$ cat src/rtl/mpsoc_dbg_pkg.sv
// Shared types and widths for the debug JSP read path (byte FIFO and serializer).
package mpsoc_dbg_pkg;

  localparam int unsigned JSP_HDR_BITS   = 4;
  localparam int unsigned JSP_BYTE_BITS  = 8;
  localparam int unsigned JSP_FIFO_DEPTH = 8;

  typedef enum logic [1:0] {
    IDLE = 2'd0,
    HDR  = 2'd1,
    DATA = 2'd2,
    DONE = 2'd3
  } jsp_ser_state_t;

endpackage

$ cat src/rtl/mpsoc_dbg_jsp_serializer.sv
// JSP read-path drain: shifts a byte-count header then FIFO bytes LSB-first onto TDO.
module mpsoc_dbg_jsp_serializer
  import mpsoc_dbg_pkg::*;
#(
  parameter int unsigned MAX_BYTES = 8,
  parameter int unsigned HDR_BITS  = JSP_HDR_BITS
) (
  input  logic                     CLK,
  input  logic                     RSTn,
  input  logic [JSP_BYTE_BITS-1:0] FIFO_DATA,
  input  logic [HDR_BITS-1:0]      FIFO_AVAIL,
  output logic                     FIFO_EN,
  output logic                     FIFO_PUSH_POPn,
  input  logic                     CAPTURE,
  input  logic                     SHIFT,
  output logic                     TDO,
  output logic                     BUSY,
  output logic [HDR_BITS-1:0]      BYTES_SENT,
  output logic                     UNDERRUN
);

  localparam int unsigned BYTE_BITS = JSP_BYTE_BITS;
  localparam logic [HDR_BITS-1:0] MAX_CNT = HDR_BITS'(MAX_BYTES);

  jsp_ser_state_t        state_q,    state_d;
  logic [BYTE_BITS-1:0]  shreg_q,    shreg_d;
  logic [2:0]            bit_cnt_q,  bit_cnt_d;
  logic [HDR_BITS-1:0]   snap_q,     snap_d;
  logic [HDR_BITS-1:0]   sent_q,     sent_d;
  logic                  underrun_q, underrun_d;
  logic                  tdo_q,      tdo_d;
  logic                  busy_q,     busy_d;
  logic                  reload_c;
  logic                  fifo_en_c;
  logic [HDR_BITS-1:0]   snap_capture_c;

  assign snap_capture_c = (FIFO_AVAIL > MAX_CNT) ? MAX_CNT : FIFO_AVAIL;

  // Next-state: CAPTURE wins over SHIFT; the pop shares the cycle of the last shifted bit.
  always_comb begin
    state_d    = state_q;
    shreg_d    = shreg_q;
    bit_cnt_d  = bit_cnt_q;
    snap_d     = snap_q;
    sent_d     = sent_q;
    underrun_d = underrun_q;
    reload_c   = 1'b0;
    fifo_en_c  = 1'b0;

    if (CAPTURE) begin
      snap_d     = snap_capture_c;
      shreg_d    = BYTE_BITS'(snap_capture_c);
      bit_cnt_d  = '0;
      sent_d     = '0;
      underrun_d = 1'b0;
      state_d    = HDR;
    end else if (SHIFT && ((state_q == HDR) || (state_q == DATA))) begin
      shreg_d   = shreg_q >> 1;
      bit_cnt_d = bit_cnt_q + 3'd1;
      if ((state_q == HDR) && (bit_cnt_q == 3'(HDR_BITS - 1))) begin
        if (snap_q == '0) state_d = DONE;
        else              reload_c = 1'b1;
      end else if ((state_q == DATA) && (bit_cnt_q == 3'(BYTE_BITS - 1))) begin
        if (sent_q == snap_q) state_d = DONE;
        else                  reload_c = 1'b1;
      end
      if (reload_c) begin
        state_d   = DATA;
        bit_cnt_d = '0;
        sent_d    = sent_q + HDR_BITS'(1);
        // An empty FIFO still consumes a byte slot so the host sees the promised count.
        if (FIFO_AVAIL == '0) begin
          shreg_d    = '0;
          underrun_d = 1'b1;
        end else begin
          shreg_d   = FIFO_DATA;
          fifo_en_c = 1'b1;
        end
      end
    end

    busy_d = (state_d == HDR) || (state_d == DATA);
    tdo_d  = busy_d && shreg_d[0];
  end

  always_ff @(posedge CLK or negedge RSTn) begin
    if (!RSTn) begin
      state_q    <= IDLE;
      shreg_q    <= '0;
      bit_cnt_q  <= '0;
      snap_q     <= '0;
      sent_q     <= '0;
      underrun_q <= 1'b0;
      tdo_q      <= 1'b0;
      busy_q     <= 1'b0;
    end else begin
      state_q    <= state_d;
      shreg_q    <= shreg_d;
      bit_cnt_q  <= bit_cnt_d;
      snap_q     <= snap_d;
      sent_q     <= sent_d;
      underrun_q <= underrun_d;
      tdo_q      <= tdo_d;
      busy_q     <= busy_d;
    end
  end

  assign FIFO_EN        = fifo_en_c;
  assign FIFO_PUSH_POPn = 1'b0;
  assign TDO            = tdo_q;
  assign BUSY           = busy_q;
  assign BYTES_SENT     = sent_q;
  assign UNDERRUN       = underrun_q;

endmodule

$ cat config.mk
export PLATFORM = sky130hd
export DESIGN_NAME = mpsoc_dbg_jsp_serializer
export DESIGN_NICKNAME = d
export VERILOG_FILES = /design/src/rtl/mpsoc_dbg_pkg.sv /design/src/rtl/mpsoc_dbg_jsp_serializer.sv
export SDC_FILE = /design/constraint.sdc
export NUM_CORES = 1
export LEC_CHECK = 0
export ABC_AREA = 1
export BUFFER_PORTS_ARGS = -buffer_cell sky130_fd_sc_hd__buf_2
export CORE_UTILIZATION = 54
export DETAILED_ROUTE_END_ITERATION = 10
export PLACE_DENSITY = 0.85
export SLEW_MARGIN = 30
export SYNTH_ARGS = -nofsm -noshare
export SYNTH_HDL_FRONTEND = slang
export SYNTH_SLANG_ARGS = --single-unit
$ cat constraint.sdc
create_clock -name CLK -period 1.9 [get_ports CLK]
set_input_delay 0.38 -clock CLK [delete_from_list [all_inputs] [get_ports CLK]]
set_output_delay 0.38 -clock CLK [all_outputs]
set_load 0.01 [all_outputs]
; Word level (Yosys, flattened, before mapping)
; Index checks and enable logic that the tools add are counted.
[totals]
wordCells = 64
out_inout_bits = 9
inputBits = 16
memories = 0
regBits = 24
rom_bits = 0
latch_bits = 0
ramBits = 0
[op_classes]
reduce_logical = 13
add_sub_neg = 2
shift = 0
mul = 0
n_eq_ne = 7
n_div = 0
order_cmp = 1
n_bitwise = 0
mux = 32
[op_table]
columns = cell, count
row1 = 8-bit 2-to-1 mux, 4
row2 = 4-bit 2-to-1 mux, 4
row3 = 1-bit 2-to-1 mux, 14
row4 = 2-bit 2-to-1 mux, 7
row5 = 3-bit 2-to-1 mux, 3
row6 = 4-bit logical NOT, 2
row7 = 2-bit nonzero test, 3
row8 = 4-bit by 1-bit adder with 4-bit output (second input constant), 1
row9 = 2-bit by 1-bit == test with 1-bit output (second input constant), 2
row10 = 2-bit == test (second input constant), 2
row11 = 4-bit == test, 1
row12 = 4-bit greater-than comparator (second input constant), 1
row13 = 1-bit logical AND, 4
row14 = 3-bit by 1-bit adder with 3-bit output (second input constant), 1
row15 = 3-bit by 2-bit == test with 1-bit output (second input constant), 1
row16 = 3-bit == test (second input constant), 1
row17 = 3-bit AND reduction, 1
row18 = 1-bit logical OR, 2
row19 = 2-bit AND reduction, 1

; Depth between registers and ports, before layout
; Gate-level depths: netlist (run 1).
[logic_depth]
ltp_word = 12
depth_mapped = 13
depth_no_buf = 13

; Least setup slack after synthesis (run 1)
; OpenSTA, ideal clock, no wires.
[synth_timing]
kind = reg2out
start = register bit_cnt_q[0]
end = output FIFO_EN
required_time_ns = 1.520
path_stages_with_launch = 10
path_slack_ns = 0.079
n_path_buf = 0
arrival_time_ns = 1.441
path_cell_list = dfrtp_1 ha_1 ha_1 nand2_1 inv_1 nor2_1 nand2_2 nand2_4 nand2_1 nor2_4
[synth_between]
elab_chain_len = 9
elab_cells_between_ends = 11
classes_between = eq/ne: 2 / mux: 7 / reduce/logical: 2
[synth_rtl]
columns = item, line_no
row1 = "start, declared", mpsoc_dbg_jsp_serializer.sv:27  ; logic [2:0] bit_cnt_q, bit_cnt_d;
row2 = "start signal, assigned", mpsoc_dbg_jsp_serializer.sv:99  ; bit_cnt_q <= bit_cnt_d;
row3 = 3-bit == test, mpsoc_dbg_jsp_serializer.sv:63  ; end else if ((state_q == DATA) && (bit_cnt_q == 3'(BYTE_BITS - 1))) begin
row4 = 1-bit logical AND, mpsoc_dbg_jsp_serializer.sv:63
row5 = 1-bit 2-to-1 mux, mpsoc_dbg_jsp_serializer.sv:63
row6 = 1-bit 2-to-1 mux *, mpsoc_dbg_jsp_serializer.sv:60  ; if ((state_q == HDR) && (bit_cnt_q == 3'(HDR_BITS - 1))) begin
row7 = 1-bit 2-to-1 mux *, mpsoc_dbg_jsp_serializer.sv:57  ; end else if (SHIFT && ((state_q == HDR) || (state_q == DATA))) begin
row8 = 1-bit 2-to-1 mux *, mpsoc_dbg_jsp_serializer.sv:50  ; if (CAPTURE) begin
row9 = 1-bit 2-to-1 mux *, mpsoc_dbg_jsp_serializer.sv:67  ; if (reload_c) begin
row10 = 1-bit 2-to-1 mux *, mpsoc_dbg_jsp_serializer.sv:57
row11 = 1-bit 2-to-1 mux *, mpsoc_dbg_jsp_serializer.sv:50
row12 = "end, declared", mpsoc_dbg_jsp_serializer.sv:12  ; output logic FIFO_EN,
; Mark *: on every way between the ends. The rest lies on a longest branch, timed or not. The select of a mux whose other input is x is not followed.

; Worst setup path in the final report (run 1)
; Same ends and word-level chain as after synthesis.

==> results of run 1 <==
-- synthesized netlist by cell type, drive strengths merged --
cell	count	area share (%)
nand4	2	0.92
inv	29	8.4
o21ai	10	4.5
buf	2	1.4
nor2	16	7.0
conb	1	0.28
clkinv	1	0.28
a22o	1	0.64
o221ai	4	2.6
o21a	1	0.55
nor3b	1	0.92
o22ai	2	0.92
a21oi	3	1.1
nor3	1	0.37
nand3	12	4.8
nand2	46	15
dfrtp	24	44
a21boi	1	0.55
ha	6	5.5
-- report_power, final --
group	switching [mW]	total [mW]	leakage, nW	internal [mW]
registers	0.0178	0.554	0.310	0.537
clock network	0.154	0.228	0.0138	0.0743
logic	0.112	0.188	0.563	0.0757
total	0.284	0.971	0.887	0.687
-- layout make-up --
type                       count  area share, %
tap                           28           1.97
multi-input combinational    107           42.8
timing repair buffer          38           13.6
inverter                      30           6.61
clock buffer                   3           1.27
sequential                    24           33.8
-- worst max-delay path: stages (launching register included) --
cell,delay [ps]
dfrtp_2,460
ha_4,180
ha_4,160
nand2_4,50
inv_2,40
buf_4,130
o21ai_4,60
nand2_4,80
nand2_4,60
nor2_4,40
buf_6,110
-- path summary, 6_finish.rpt --
| path | startpoint | to | slack (ps) | depth (start not counted) |
|---|---|---|---|---|
| setup reg to reg | bit_cnt_q[0] | bit_cnt_q[1] | 10 | 13 |
| max in group asynchronous | RSTn | bit_cnt_q[0] | 1490 | 1 |
| min in group CLK | FIFO_DATA[7] | shreg_q[7] | 280 | 3 |
| setup / recovery | bit_cnt_q[0] | FIFO_EN | -160 | 10 |
| hold / removal | RSTn | shreg_q[0] | 20 | 1 |
| hold reg to reg | shreg_q[2] | shreg_q[2] | 520 | 2 |
-- per-stage QoR --
stage | setup slack (ps) | std cells
floorplan | 78.9 | 163
global placement | 27.9 | 219
detailed placement | -27.4 | 219
CTS | -232 | 229
global route | -233 | 230
finish | -164 | 230
-- kinds of logic (layout without fill, tap and decap cells) --
| kind of cell | after synthesis | count (layout) | synth area share [%] |
|---|---|---|---|
| compound gates | 22 | 22 | 10.9 |
| simple gates | 78 | 78 | 29.2 |
| fa+ha+maj | 6 | 6 | 5.52 |
| flops | 24 | 24 | 44.2 |
| other cells | 1 | 1 | 0.276 |
| buf+inv | 32 | 71 | 10.0 |
-- repair_timing --
| action | CTS | global route |
|---|---|---|
| pin swaps | 14 | 13 |
| setup buffers | 9 | 3 |
| hold buffers | 0 | 0 |
| gates resized for setup | 17 | 18 |
| endpoints found under the setup margin | 2 | 15 |
-- per-layer routing --
| layer | track usage [%] | part of all wire, % |
|---|---|---|
| met1 | 31.8 | 43 |
| met2 | 45.5 | 50 |
| met3 | 3.77 | 4.9 |
| met4 | 10.5 | 1.8 |
| met5 | 0 | 0 |
-- state kept, by name (all words and copies together) (netlist names) --
| signal | cells |
|---|---|
| TDO | 1 |
| shreg_q | 8 |
| snap_q | 4 |
| bit_cnt_q | 3 |
| UNDERRUN | 1 |
| state_q | 2 |
| BUSY | 1 |
| BYTES_SENT | 4 |
==> run metrics, run 1 <==
status finished, violations left; failing checks setup timing; syn_area_per_cell 8.34 µm²; detailed-route wire length per cell 13.9 µm; drt total wl 3.20 mm; via/cell ratio 5.25; RSZ-0062 raised after global routing true; initial antenna violation count 0; ant diodes 0; Max Clock Skew 10.1 ps; Final Hold Fails 0; I/O pin count 25; Std-Cell Rows 17; FMAX 0.484 GHz; post-synthesis sequential area ratio 44.2%; NumNets Final 226; CTS H-Tree Depth 1; DIE WIDTH 52.2 µm; number of max-cap violations 0; Tot GR Track Use 25.9%; Worst Path Required 1520 ps; core box area 0.00230 mm²; worst hold margin 17.0 ps; vias in the first global route 1175; Worst-Skew Late Latency 320 ps; root buffer cell clkbuf_4; Leakage 0.887 nW; global-route wire length before repair 4.99 mm; placed cell area 0.00154 mm²; startpoint types register; Tcrit/Tclk final 109%; post-route cell area 0.00178 mm²; synthesis-stage register bit count 24; deepest clock path buffer count 2; largest net degree at the start of global routing 25; fin worst setup slack -164 ps; fill cell count 153; DRC Markers 0; Initial Util 59.2%; Detailed Routing Iterations Pass 1 4; most frequent cells in the layout nand2_1 (33), dfrtp_1 (23), inv_1 (23); routability cong. 0.865; Final Util 77.5%; worst-margin pin slew 538 ps; Final Setup Violations 1; Setup CP Type register to output port; Synthesized Nets 185; GRT overflow 0; antenna-violating nets left 0; count of warnings emitted by yosys 0; Synth Instances 163; Setup crit end kind output port; post-synthesis cell area 0.00136 mm²; Die H 52.2 µm; Max VDD drop 0.000532 V; Worst-path clk slew 130 ps; Num CTS Buffers 3; Clock Sinks 24; max-slew violations 0; leading cell type in the layout, fill and taps excluded nand2_1; pwr/cell area 546 mW/mm²; FF/Latch Area 602 µm²; die area 0.00272 mm²; post-DP HPWL 2.19 mm; count of cell types in the netlist 30; crit path max fanout 3; CTS tree yes; input/output buffers 23; Max-slew headroom 64.2%; Final Power 0.971 mW; Detailed Route Iter0 Violations 30; vias 1207; Tmin final 2060 ps; Hold Crit Class input port to async pin; Fin Setup TNS -164 ps; area used by multi-input combinational logic 761 µm²; area grow syn2layout 30.8%; Arrival @ worst endpoint 1680 ps; layout cells sized above 1 40.6%
Note: power is estimated with default switching activity, not from simulation.
==> run 2: changes to the inputs <==
--- a/config.mk
+++ b/config.mk
@@ -6,10 +6,10 @@
 export NUM_CORES = 1
 export LEC_CHECK = 0
 export ABC_AREA = 1
-export BUFFER_PORTS_ARGS = -buffer_cell sky130_fd_sc_hd__buf_2
-export CORE_UTILIZATION = 54
+export CORE_UTILIZATION = 55
 export DETAILED_ROUTE_END_ITERATION = 10
-export PLACE_DENSITY = 0.85
+export DONT_BUFFER_PORTS = 1
+export PLACE_DENSITY_LB_ADDON = 0.1
 export SLEW_MARGIN = 30
 export SYNTH_ARGS = -nofsm -noshare
 export SYNTH_HDL_FRONTEND = slang
==> run metrics, run 2 (synthesis gave the netlist of run 1 again) <==
vias in the first global route 1125 (-4.3%); DRC Markers 0 (unchanged); Arrival @ worst endpoint 1640 ps (-40 ps); Placed Cells incl. Taps 194 (-11%); Tot GR Track Use 26.3% (+0.34 points); Setup crit end kind output port; Clock Sinks 24 (unchanged); crit path max fanout 4 (+1); antenna-violating nets left 0 (unchanged); core box area 0.00228 mm² (-0.93%); Initial Util 59.8% (+0.55 points); detailed-route wire length per cell 14.6 µm (+5.1%); depth of the most critical reg-to-reg path 14 (+1); Std-Cell Rows 17 (unchanged); post-route cell area 0.00160 mm² (-10%); root buffer cell clkbuf_4; Setup CP Type register to output port; DIE WIDTH 51.7 µm (-0.88%); Max VDD drop 0.000512 V (-3.7%); post-DP HPWL 2.24 mm (+2.7%); Max-slew headroom 64.0% (-0.15 points); Final Setup Violations 3 (+2); fin cells 208 (-9.6%); Detailed Routing Iterations Pass 1 4 (unchanged); layout cells sized above 1 27.8% (-13 points); R2R Path End TDO; RSZ-0062 raised after global routing true; largest net degree at the start of global routing 25 (unchanged); input/output buffers 0 (-100%); most frequent cells in the layout nand2_1 (35), dfrtp_1 (24), inv_1 (24); drt total wl 3.04 mm (-4.9%); fin worst setup slack -122 ps (+41.7 ps); fill cell count 189 (+24%); Detailed Route Iter0 Violations 32 (+6.7%); Max Clock Skew 5.98 ps (-4.13 ps); routability cong. 0.870 (+0.59%); Hold Crit Class input port to async pin; CTS H-Tree Depth 1 (unchanged); failing checks setup timing; Num CTS Buffers 3 (unchanged); Worst-Skew Late Latency 320 ps (about the same); Tmin final 2020 ps (-41.7 ps); placed cell area 0.00141 mm² (-8.4%); initial antenna violation count 0 (unchanged); vias 1119 (-7.3%); Worst Path Required 1520 ps (about the same); die area 0.00268 mm² (-1.8%); Top reg by flops shreg_q; FF/Latch Area 601 µm² (-0.21%); via/cell ratio 5.38 (+2.5%); startpoint types register; number of max-cap violations 0 (unchanged); status finished, violations left; Final Hold Fails 0 (unchanged); R2R setup slack -30 ps (-40 ps); Final Power 0.932 mW (-4.0%); global-route wire length before repair 4.92 mm (-1.4%); pwr/cell area 584 mW/mm² (+7.1%); CTS tree yes; leading cell type in the layout, fill and taps excluded nand2_1; FMAX 0.494 GHz (+2.1%); Worst-path clk slew 120 ps (about the same); Die H 51.7 µm (-0.88%); I/O pin count 25 (unchanged); worst-margin pin slew 540 ps (+2.23 ps); max reg flops 8 (unchanged); NumNets Final 204 (-9.7%); GRT overflow 0 (unchanged); Tcrit/Tclk final 106% (-2.2 points); r2r startpoint bit_cnt_q[0]; worst hold margin 24.1 ps (+7.17 ps); area grow syn2layout 17.3%; area used by multi-input combinational logic 702 µm² (-7.7%); ant diodes 0 (unchanged); Fin Setup TNS -177 ps (-13.1 ps); deepest clock path buffer count 2 (unchanged); Leakage 0.769 nW (-13%); max-slew violations 0 (unchanged)
-- run 2: changes by cell type in the layout (fill, tap and decap cells not counted), moves of 3 or more --
cell	previous run	this run
o221ai_1	0	4
buf_2	22	1
buf_6	3	0
o221ai_2	4	0
nand2_4	7	3
-- run 2: critical path: stages (launching register included) --
cell	delay, ps
dfrtp_1	430
inv_1	140
ha_4	230
nor2_4	120
inv_1	60
nor2_2	100
inv_1	70
nor2_4	170
-- run 2: timing repair --
item | 4_1_cts | 5_1_grt
endpoints found under the hold margin | 24 | 0
setup buffers | 8 | 3
cloned | 0 | 0
pin swaps | 9 | 8
gates resized for setup | 11 | 7
hold buffers | 1 | 0
endpoints found under the setup margin | 1 | 7
-- run 2: how the worst max path moves through the flow --
stage	from	to	slack (ps)	cells past startpoint
after floorplan	bit_cnt_q[0]	FIFO_EN	80	9
after global placement	bit_cnt_q[0]	FIFO_EN	60	9
after detailed placement	bit_cnt_q[0]	FIFO_EN	20	9
after CTS	bit_cnt_q[1]	FIFO_EN	-160	9
after global routing	state_q[0]	FIFO_EN	-190	7
final	state_q[0]	FIFO_EN	-120	7
-- run 2: routing by layer --
metal	up-vias	track usage [%]	part of all wire (%)
met1	532	32.6	44
met5	-	0	0
li1	552	-	-
met3	4	3.22	4.2
met2	31	45.9	50
met4	0	10.8	1.8
-- run 2: final cells by class --
cell class,instances,share of cell area (%)
inverters,30,7.37
repair buffers,16,7.37
multi-input cells,107,44.0
flip-flops and latches,24,37.6
well taps,28,2.20
clock buffers,3,1.41
-- run 2: per-stage QoR --
stage | utilization [%] | worst slack [ps]
global placement | 62.1 | 63.9
global route | 70.1 | -189
floorplan | - | 78.9
CTS | 68.1 | -161
finish | 70.1 | -122
detailed placement | 62.1 | 22.9
-- run 2: where the power goes --
part | internal [mW] | total (mW) | leakage, nW | switching, mW
sequential | 0.536 | 0.555 | 0.311 | 0.0193
clock | 0.0744 | 0.223 | 0.0138 | 0.148
combinational | 0.0615 | 0.154 | 0.444 | 0.0924
total | 0.672 | 0.932 | 0.769 | 0.260
